--- src/rtl/tap_fir_engine_if.sv ---
// Handshake bundle between the tap generator / sample source and tap_fir_engine.
// master drives taps and samples; slave is the FIR engine.
interface tap_fir_engine_if #(
   parameter int DW = 16,
   parameter int CW = 16
);
   logic          tap_valid;
   logic [7:0]    tapnum;
   logic [CW-1:0] tapcoeff;
   logic          tap_last;
   logic          coef_ready;
   logic          sample_valid;
   logic [DW-1:0] sample_in;
   logic          sample_ready;
   logic          out_valid;
   logic [DW-1:0] out_sample;
   logic          busy;

   modport master (
      output tap_valid, tapnum, tapcoeff, tap_last,
      input  coef_ready,
      output sample_valid, sample_in,
      input  sample_ready, out_valid, out_sample, busy
   );

   modport slave (
      input  tap_valid, tapnum, tapcoeff, tap_last,
      output coef_ready,
      input  sample_valid, sample_in,
      output sample_ready, out_valid, out_sample, busy
   );
endinterface

--- src/rtl/tap_fir_engine.sv ---
// Sequential-MAC FIR fed by a tapnum/tapcoeff stream; one multiply per cycle.
// Optional TAP_SHADOW_EN: taps land in a shadow bank, copied to the active bank in IDLE.
module tap_fir_engine #(
   parameter int NTAPS = 16,
   parameter int DW    = 16,
   parameter int CW    = 16,
   parameter int AW    = 40
) (
   input  logic            clk,
   input  logic            reset,
   tap_fir_engine_if.slave fir_io
);
   localparam int KW = (NTAPS > 1) ? $clog2(NTAPS) : 1;
   localparam int PW = DW + CW;

   localparam logic [1:0] S_IDLE = 2'd0;
   localparam logic [1:0] S_MAC  = 2'd1;
   localparam logic [1:0] S_OUT  = 2'd2;

   logic [1:0]                state_q, state_d;
   logic [KW-1:0]             k_q, k_d;
   logic signed [AW-1:0]      acc_q, acc_d;
   logic [NTAPS-1:0][DW-1:0]  x_q, x_d;
   logic [NTAPS-1:0][CW-1:0]  coef_q;
   logic                      loaded_q;
   logic                      rst_hold_q;
   logic                      out_valid_q;
   logic [DW-1:0]             out_sample_q;

   logic                      idle, in_mac, last_k;
   logic                      coef_rdy, tap_fire, tap_in_range;
   logic                      smp_rdy, smp_fire;
   logic [KW-1:0]             tap_idx;
   logic signed [PW-1:0]      prod;
   logic signed [AW-1:0]      prod_ext;
   logic signed [AW-1:0]      acc_sh;
   logic [AW-DW:0]            sat_hi;
   logic                      sat_ovf;
   logic [DW-1:0]             sat_val;

   assign idle   = (state_q == S_IDLE);
   assign in_mac = (state_q == S_MAC);
   assign last_k = (k_q == KW'(NTAPS-1));

   assign tap_idx      = fir_io.tapnum[KW-1:0];
   assign tap_in_range = (int'(fir_io.tapnum) < NTAPS);

`ifdef TAP_SHADOW_EN
   logic [NTAPS-1:0][CW-1:0] shadow_q;
   logic                     pend_q;
   logic                     copy_go;

   // The copy cycle blocks sample accept so a sample never sees a half-updated bank.
   assign copy_go  = idle & pend_q;
   assign coef_rdy = ~rst_hold_q;
   assign tap_fire = fir_io.tap_valid & coef_rdy;
   assign smp_rdy  = idle & loaded_q & ~pend_q & ~tap_fire;

   always_ff @(posedge clk) begin
      if (reset) begin
         shadow_q <= '0;
         pend_q   <= 1'b0;
         coef_q   <= '0;
      end else begin
         if (copy_go)
            coef_q <= shadow_q;
         if (tap_fire && tap_in_range)
            shadow_q[tap_idx] <= fir_io.tapcoeff;
         if (tap_fire && fir_io.tap_last)
            pend_q <= 1'b1;
         else if (copy_go)
            pend_q <= 1'b0;
      end
   end
`else
   assign coef_rdy = idle & ~rst_hold_q;
   assign tap_fire = fir_io.tap_valid & coef_rdy;
   assign smp_rdy  = idle & loaded_q & ~tap_fire;

   always_ff @(posedge clk) begin
      if (reset)
         coef_q <= '0;
      else if (tap_fire && tap_in_range)
         coef_q[tap_idx] <= fir_io.tapcoeff;
   end
`endif

   assign smp_fire = fir_io.sample_valid & smp_rdy;

   // Full-precision signed product, sign-extended into the accumulator.
   assign prod     = $signed(coef_q[k_q]) * $signed(x_q[k_q]);
   assign prod_ext = {{(AW-PW){prod[PW-1]}}, prod};

   always_comb begin
      state_d = state_q;
      k_d     = k_q;
      acc_d   = acc_q;
      x_d     = x_q;
      case (state_q)
         S_IDLE: begin
            if (smp_fire) begin
               x_d     = {x_q[NTAPS-2:0], fir_io.sample_in};
               acc_d   = '0;
               k_d     = '0;
               state_d = S_MAC;
            end
         end
         S_MAC: begin
            acc_d = acc_q + prod_ext;
            k_d   = k_q + KW'(1);
            if (last_k)
               state_d = S_OUT;
         end
         S_OUT:   state_d = S_IDLE;
         default: state_d = S_IDLE;
      endcase
   end

   // Rescale from Q1.(CW-1) and clamp; evaluated on the final MAC sum so the
   // registered result lines up with the OUT cycle.
   assign acc_sh  = acc_d >>> (CW-1);
   assign sat_hi  = acc_sh[AW-1:DW-1];
   assign sat_ovf = ~((&sat_hi) | (~|sat_hi));
   assign sat_val = sat_ovf ? (acc_sh[AW-1] ? {1'b1, {(DW-1){1'b0}}}
                                            : {1'b0, {(DW-1){1'b1}}})
                            : acc_sh[DW-1:0];

   always_ff @(posedge clk) begin
      if (reset) begin
         state_q      <= S_IDLE;
         k_q          <= '0;
         acc_q        <= '0;
         x_q          <= '0;
         loaded_q     <= 1'b0;
         out_valid_q  <= 1'b0;
         out_sample_q <= '0;
      end else begin
         state_q     <= state_d;
         k_q         <= k_d;
         acc_q       <= acc_d;
         x_q         <= x_d;
         out_valid_q <= in_mac & last_k;
         if (in_mac && last_k)
            out_sample_q <= sat_val;
         if (tap_fire && fir_io.tap_last)
            loaded_q <= 1'b1;
      end
   end

   // Keeps coef_ready low in the cycle following a sampled reset.
   always_ff @(posedge clk) begin
      rst_hold_q <= reset;
   end

   assign fir_io.coef_ready   = coef_rdy;
   assign fir_io.sample_ready = smp_rdy;
   assign fir_io.out_valid    = out_valid_q;
   assign fir_io.out_sample   = out_sample_q;
   assign fir_io.busy         = (state_q == S_MAC) | (state_q == S_OUT);

endmodule

--- src/flat_wrapper.sv ---
// flat-port wrapper written by rule: the top's interface ports become plain ports
module tap_fir_engine_flat 
#(
   parameter int NTAPS = 16,
   parameter int DW    = 16,
   parameter int CW    = 16,
   parameter int AW    = 40
)
  (clk, reset, fir_io_tap_valid, fir_io_tapnum, fir_io_tapcoeff, fir_io_tap_last, fir_io_coef_ready, fir_io_sample_valid, fir_io_sample_in, fir_io_sample_ready, fir_io_out_valid, fir_io_out_sample, fir_io_busy);
  tap_fir_engine_if #(.DW(DW), .CW(CW)) fir_io_i ();
  input  logic clk;
  input  logic reset;
  input wire logic [$bits(fir_io_i.tap_valid)-1:0] fir_io_tap_valid;
  input wire logic [$bits(fir_io_i.tapnum)-1:0] fir_io_tapnum;
  input wire logic [$bits(fir_io_i.tapcoeff)-1:0] fir_io_tapcoeff;
  input wire logic [$bits(fir_io_i.tap_last)-1:0] fir_io_tap_last;
  output wire logic [$bits(fir_io_i.coef_ready)-1:0] fir_io_coef_ready;
  input wire logic [$bits(fir_io_i.sample_valid)-1:0] fir_io_sample_valid;
  input wire logic [$bits(fir_io_i.sample_in)-1:0] fir_io_sample_in;
  output wire logic [$bits(fir_io_i.sample_ready)-1:0] fir_io_sample_ready;
  output wire logic [$bits(fir_io_i.out_valid)-1:0] fir_io_out_valid;
  output wire logic [$bits(fir_io_i.out_sample)-1:0] fir_io_out_sample;
  output wire logic [$bits(fir_io_i.busy)-1:0] fir_io_busy;
  assign fir_io_i.tap_valid = fir_io_tap_valid;
  assign fir_io_i.tapnum = fir_io_tapnum;
  assign fir_io_i.tapcoeff = fir_io_tapcoeff;
  assign fir_io_i.tap_last = fir_io_tap_last;
  assign fir_io_coef_ready = fir_io_i.coef_ready;
  assign fir_io_i.sample_valid = fir_io_sample_valid;
  assign fir_io_i.sample_in = fir_io_sample_in;
  assign fir_io_sample_ready = fir_io_i.sample_ready;
  assign fir_io_out_valid = fir_io_i.out_valid;
  assign fir_io_out_sample = fir_io_i.out_sample;
  assign fir_io_busy = fir_io_i.busy;
  tap_fir_engine #(.NTAPS(NTAPS), .DW(DW), .CW(CW), .AW(AW)) u_core (.clk(clk), .reset(reset), .fir_io(fir_io_i));
endmodule
--- config.mk ---
export PLATFORM = sky130hd
export DESIGN_NAME = tap_fir_engine_flat
export DESIGN_NICKNAME = d
export VERILOG_FILES = /design/src/rtl/tap_fir_engine_if.sv /design/src/rtl/tap_fir_engine.sv /design/src/flat_wrapper.sv
export SDC_FILE = /design/constraint.sdc
export NUM_CORES = 2
export LEC_CHECK = 0
export CAP_MARGIN = 0
export CORE_MARGIN = 2
export CORE_UTILIZATION = 46
export CTS_CLUSTER_SIZE = 30
export DETAILED_ROUTE_END_ITERATION = 12
export PLACE_DENSITY = 0.72
export SYNTH_ARGS = -nofsm -noshare
export SYNTH_HDL_FRONTEND = slang
export SYNTH_SLANG_ARGS = --single-unit
--- constraint.sdc ---
create_clock -name clk -period 11.23 [get_ports clk]
set_input_delay 1.123 -clock clk [delete_from_list [all_inputs] [get_ports clk]]
set_output_delay 1.123 -clock clk [all_outputs]
set_load 0.02 [all_outputs]
==> flow_metrics.env <==
export IMPL_cts_tree="done"
export IMPL_status="complete, no violations"
export IMPL_layout_drive_gt1_share_pct=8.69
export IMPL_final_nets=4532
export IMPL_finalSetupTns_ns=0
export IMPL_drt_iter0_drc=2593
export IMPL_synth_area_per_cell_um2=8.73
export IMPL_drv_cap=0
export IMPL_switching_share_pct=22.7
export IMPL_ant_nets=0
export IMPL_p_int_mw=3.25
export IMPL_clk_latency_ns=0.64
export IMPL_cts_root_buffer="clkbuf_16"
export IMPL_synth_area_leaders="dfxtp_1 (32%), fa_1 (18%), nand2_1 (12%), mux4_2 (8.6%), a21oi_1 (7.8%)"
export IMPL_crit_required_ns=11.78
export IMPL_crit_path_frequent_cell="fa_1"
export IMPL_vias_per_cell=5.45
export IMPL_wl_um=92500
export IMPL_portBuffers=64
export IMPL_cpMaxStageDelayCell="fa_1"
export IMPL_p_switching_mw=0.954
export IMPL_syn_num_nets=4624
export IMPL_cts_setup_buffers=0
export IMPL_grt_pass1_vias=27588
export IMPL_powerDensity_nw_per_um2=107
export IMPL_start_util_pct=46.5
export IMPL_power_frac_seq_pct=48.7
export IMPL_yosys_warnings=0
export IMPL_min_delay_start="u_core.x_q[234]"
export IMPL_grtUsageTotal_pct=22.8
export IMPL_fin_crit_sh_pct=86.1
export IMPL_cellLeakagePower_nw=15.3
export IMPL_rsz0062_at_grt="no"
export IMPL_worstPathMaxFanout=31
export IMPL_ys_ff_latch=577
export IMPL_grt_pass1_wl_um=150000
export IMPL_fin_crit_ns=9.67
export IMPL_synth_edf_count=0
export IMPL_clkTransAtPathRegs_ns=0.07
export IMPL_clockBufferDepth=3
export IMPL_worst_clock_skew_ns=0.0393
export IMPL_cts_buffers=60
export IMPL_die_width_um=284
export IMPL_reg2reg_slack_ns=1.56
export IMPL_power_frac_comb_pct=3.2
export IMPL_ctsHoldBuffers=0
export IMPL_syn2layout_area_growth_pct=9.42
export IMPL_finish_utilization_pct=50.9
export IMPL_htree_levels=2
export IMPL_hp_class="flip-flop to flip-flop"
export IMPL_cp_start_kind="flip-flop"
export IMPL_cpPeakStageDelay_ns=0.83
export IMPL_grt_max_degree=115
export IMPL_path_buf_inv=8
export IMPL_wire_per_inst_um=18.1
export IMPL_die_area_um2=80600
export IMPL_fmax_mhz=103
export IMPL_hold_violations=0
export IMPL_clock_sinks=577
export IMPL_die_h_um=284
export IMPL_synthArstFlopShare_pct=0
export IMPL_worstMarginPinSlew_ns=1.18
export IMPL_dp_hpwl_um=63700
export IMPL_end_kind="flip-flop"
export IMPL_synth_top_area_share_pct=32.0
export IMPL_vdd_drop_max_v=0.000122
export IMPL_num_antenna_cells=0
export IMPL_antenna_found_initial=0
export IMPL_clkPwrFrac_pct=48.0
export IMPL_grt_overflow_total=0
export IMPL_synth_top_cell_by_area="dfxtp_1"
export IMPL_syn_area_um2=36100
export IMPL_reg2reg_from="u_core.k_q[0]"
export IMPL_core_area_um2=77500
export IMPL_slew_violations=0
export IMPL_num_rows=102
export IMPL_critPathLaunch="u_core.k_q[0]"
export IMPL_place_gp_congestion=0.936
export IMPL_firstDrtPassIters=5
export IMPL_postSynthCellCount=4131
export IMPL_post_cts_resized=0
export IMPL_setup_viol=0
export IMPL_io_pins=65
export IMPL_drc=0
export IMPL_via_count=27947
export IMPL_crit_family="adder cells"
export IMPL_cp_arrival_ns=10.22
export IMPL_synth_cell_types=67
export IMPL_slew_headroom_pct=21.3
export IMPL_yosysSeqAreaShare_pct=32.0
export IMPL_path_class="flip-flop to flip-flop"
export IMPL_synth_ff_type="dfxtp_1"
## state kept, by name (all words and copies together) (netlist names), 2 cells and up
| name | flops |
|---|---|
| u_core.k_q | 4 |
| u_core.fir_io.out_sample | 16 |
| u_core.acc_q | 40 |
| u_core.state_q | 2 |
| u_core.coef_q | 256 |
| u_core.x_q | 256 |
## worst min-delay path, stage by stage, from the launching register on
cell and delay, ns:
dfxtp_1 0.32, nand2_1 0.05, a21oi_1 0.05
## Yosys cell counts (3+ instances only)
library cell	instances
o21ai_0	36
clkbuf_1	229
o31ai_1	3
a211oi_1	5
o21a_1	13
xnor2_1	29
or3_1	4
buf_6	4
a22o_1	6
a21o_1	14
mux2i_1	25
o221a_2	5
a21oi_1	559
nor3_1	11
o221a_1	10
a21oi_2	4
o21ai_1	21
xor2_1	9
dfxtp_1	577
nand3_1	17
buf_1	23
o211ai_1	3
mux2_2	22
a31oi_1	5
nor2b_1	14
fa_1	330
nand2_1	1193
inv_1	375
nand2b_1	16
mux4_2	138
nor2_1	198
nand4_1	5
or2_2	9
o21bai_1	4
ha_1	118
a22oi_1	18
nor4_1	4
and3_1	4
buf_2	14
and2_1	26
## cell families after synthesis
kind of cell | count (synthesis) | synth area share [%]
simple gates | 1510 | 16.5
xor+xnor | 38 | 0.923
fa+ha+maj | 448 | 22.4
buf+inv | 646 | 6.86
compound gates | 727 | 11.3
mux | 185 | 10.0
flops | 577 | 32.0
## metal layers
layer	vias up	track usage, %	routed length, um
met5	-	0	0
met4	0	5.61	1990
met3	144	3.50	6190
met2	957	37.5	43600
met1	13697	31.7	40700
li1	13149	-	-
## final timing paths
check	endpoint	cells after the start
hold reg to reg	u_core.x_q[250]	2
setup reg to reg	u_core.fir_io.out_sample[4]	30
setup / recovery	u_core.fir_io.out_sample[4]	30
hold / removal	u_core.x_q[250]	2
## metrics by stage
step | total power [mW] | cells | area, um^2 | hold slack (ns) | setup WS (ns)
2_1_floorplan | 2.18 | 4131 | 36100 | 0.429 | 2.50
3_3_place_gp | 2.23 | 5017 | 37500 | 0.435 | 1.65
3_5_place_dp | 2.23 | 5017 | 37500 | 0.440 | 1.51
4_1_cts | 4.23 | 5124 | 39500 | 0.449 | 1.46
5_1_grt | 4.32 | 5124 | 39500 | 0.460 | 0.851
6_report | 4.21 | 5124 | 39500 | 0.447 | 1.56
## cell type report
cell class | instances | area (um^2)
clock buffers | 92 | 1800
clock inverters | 15 | 196
fillers | 6995 | 38000
inverters | 376 | 1410
multi-input cells | 2908 | 22100
flip-flops and latches | 577 | 11600
well taps | 1040 | 1300
repair buffers | 116 | 1090
## power groups by stage
stage	Clock, mW	Combinational, mW	Sequential (mW)
2_1_floorplan	0	0.0881	2.10
3_3_place_gp	0	0.134	2.10
3_5_place_dp	0	0.134	2.10
4_1_cts	2.05	0.134	2.05
5_1_grt	2.13	0.146	2.05
6_report	2.02	0.136	2.05
## layout by cell type (no fill, tap or decap), types with 6 or more instances in the layout
master and count:
a21o_1 14, a21oi_1 559, a22o_1 6, a22oi_1 18
and2_1 25, buf_4 48, clkbuf_1 14, clkbuf_16 60
clkbuf_8 18, clkdlybuf4s50_1 63, dfxtp_1 573, fa_1 330
ha_1 118, inv_1 375, mux2_2 22, mux2i_1 25
mux4_2 138, nand2_1 1192, nand2b_1 16, nand3_1 17
nor2_1 191, nor2_2 7, nor2b_1 14, nor3_1 7
o21a_1 13, o21ai_0 33, o21ai_1 23, o221a_1 10
or2_2 9, xnor2_1 29, xor2_1 9
(Power assumes the default switching activity.)
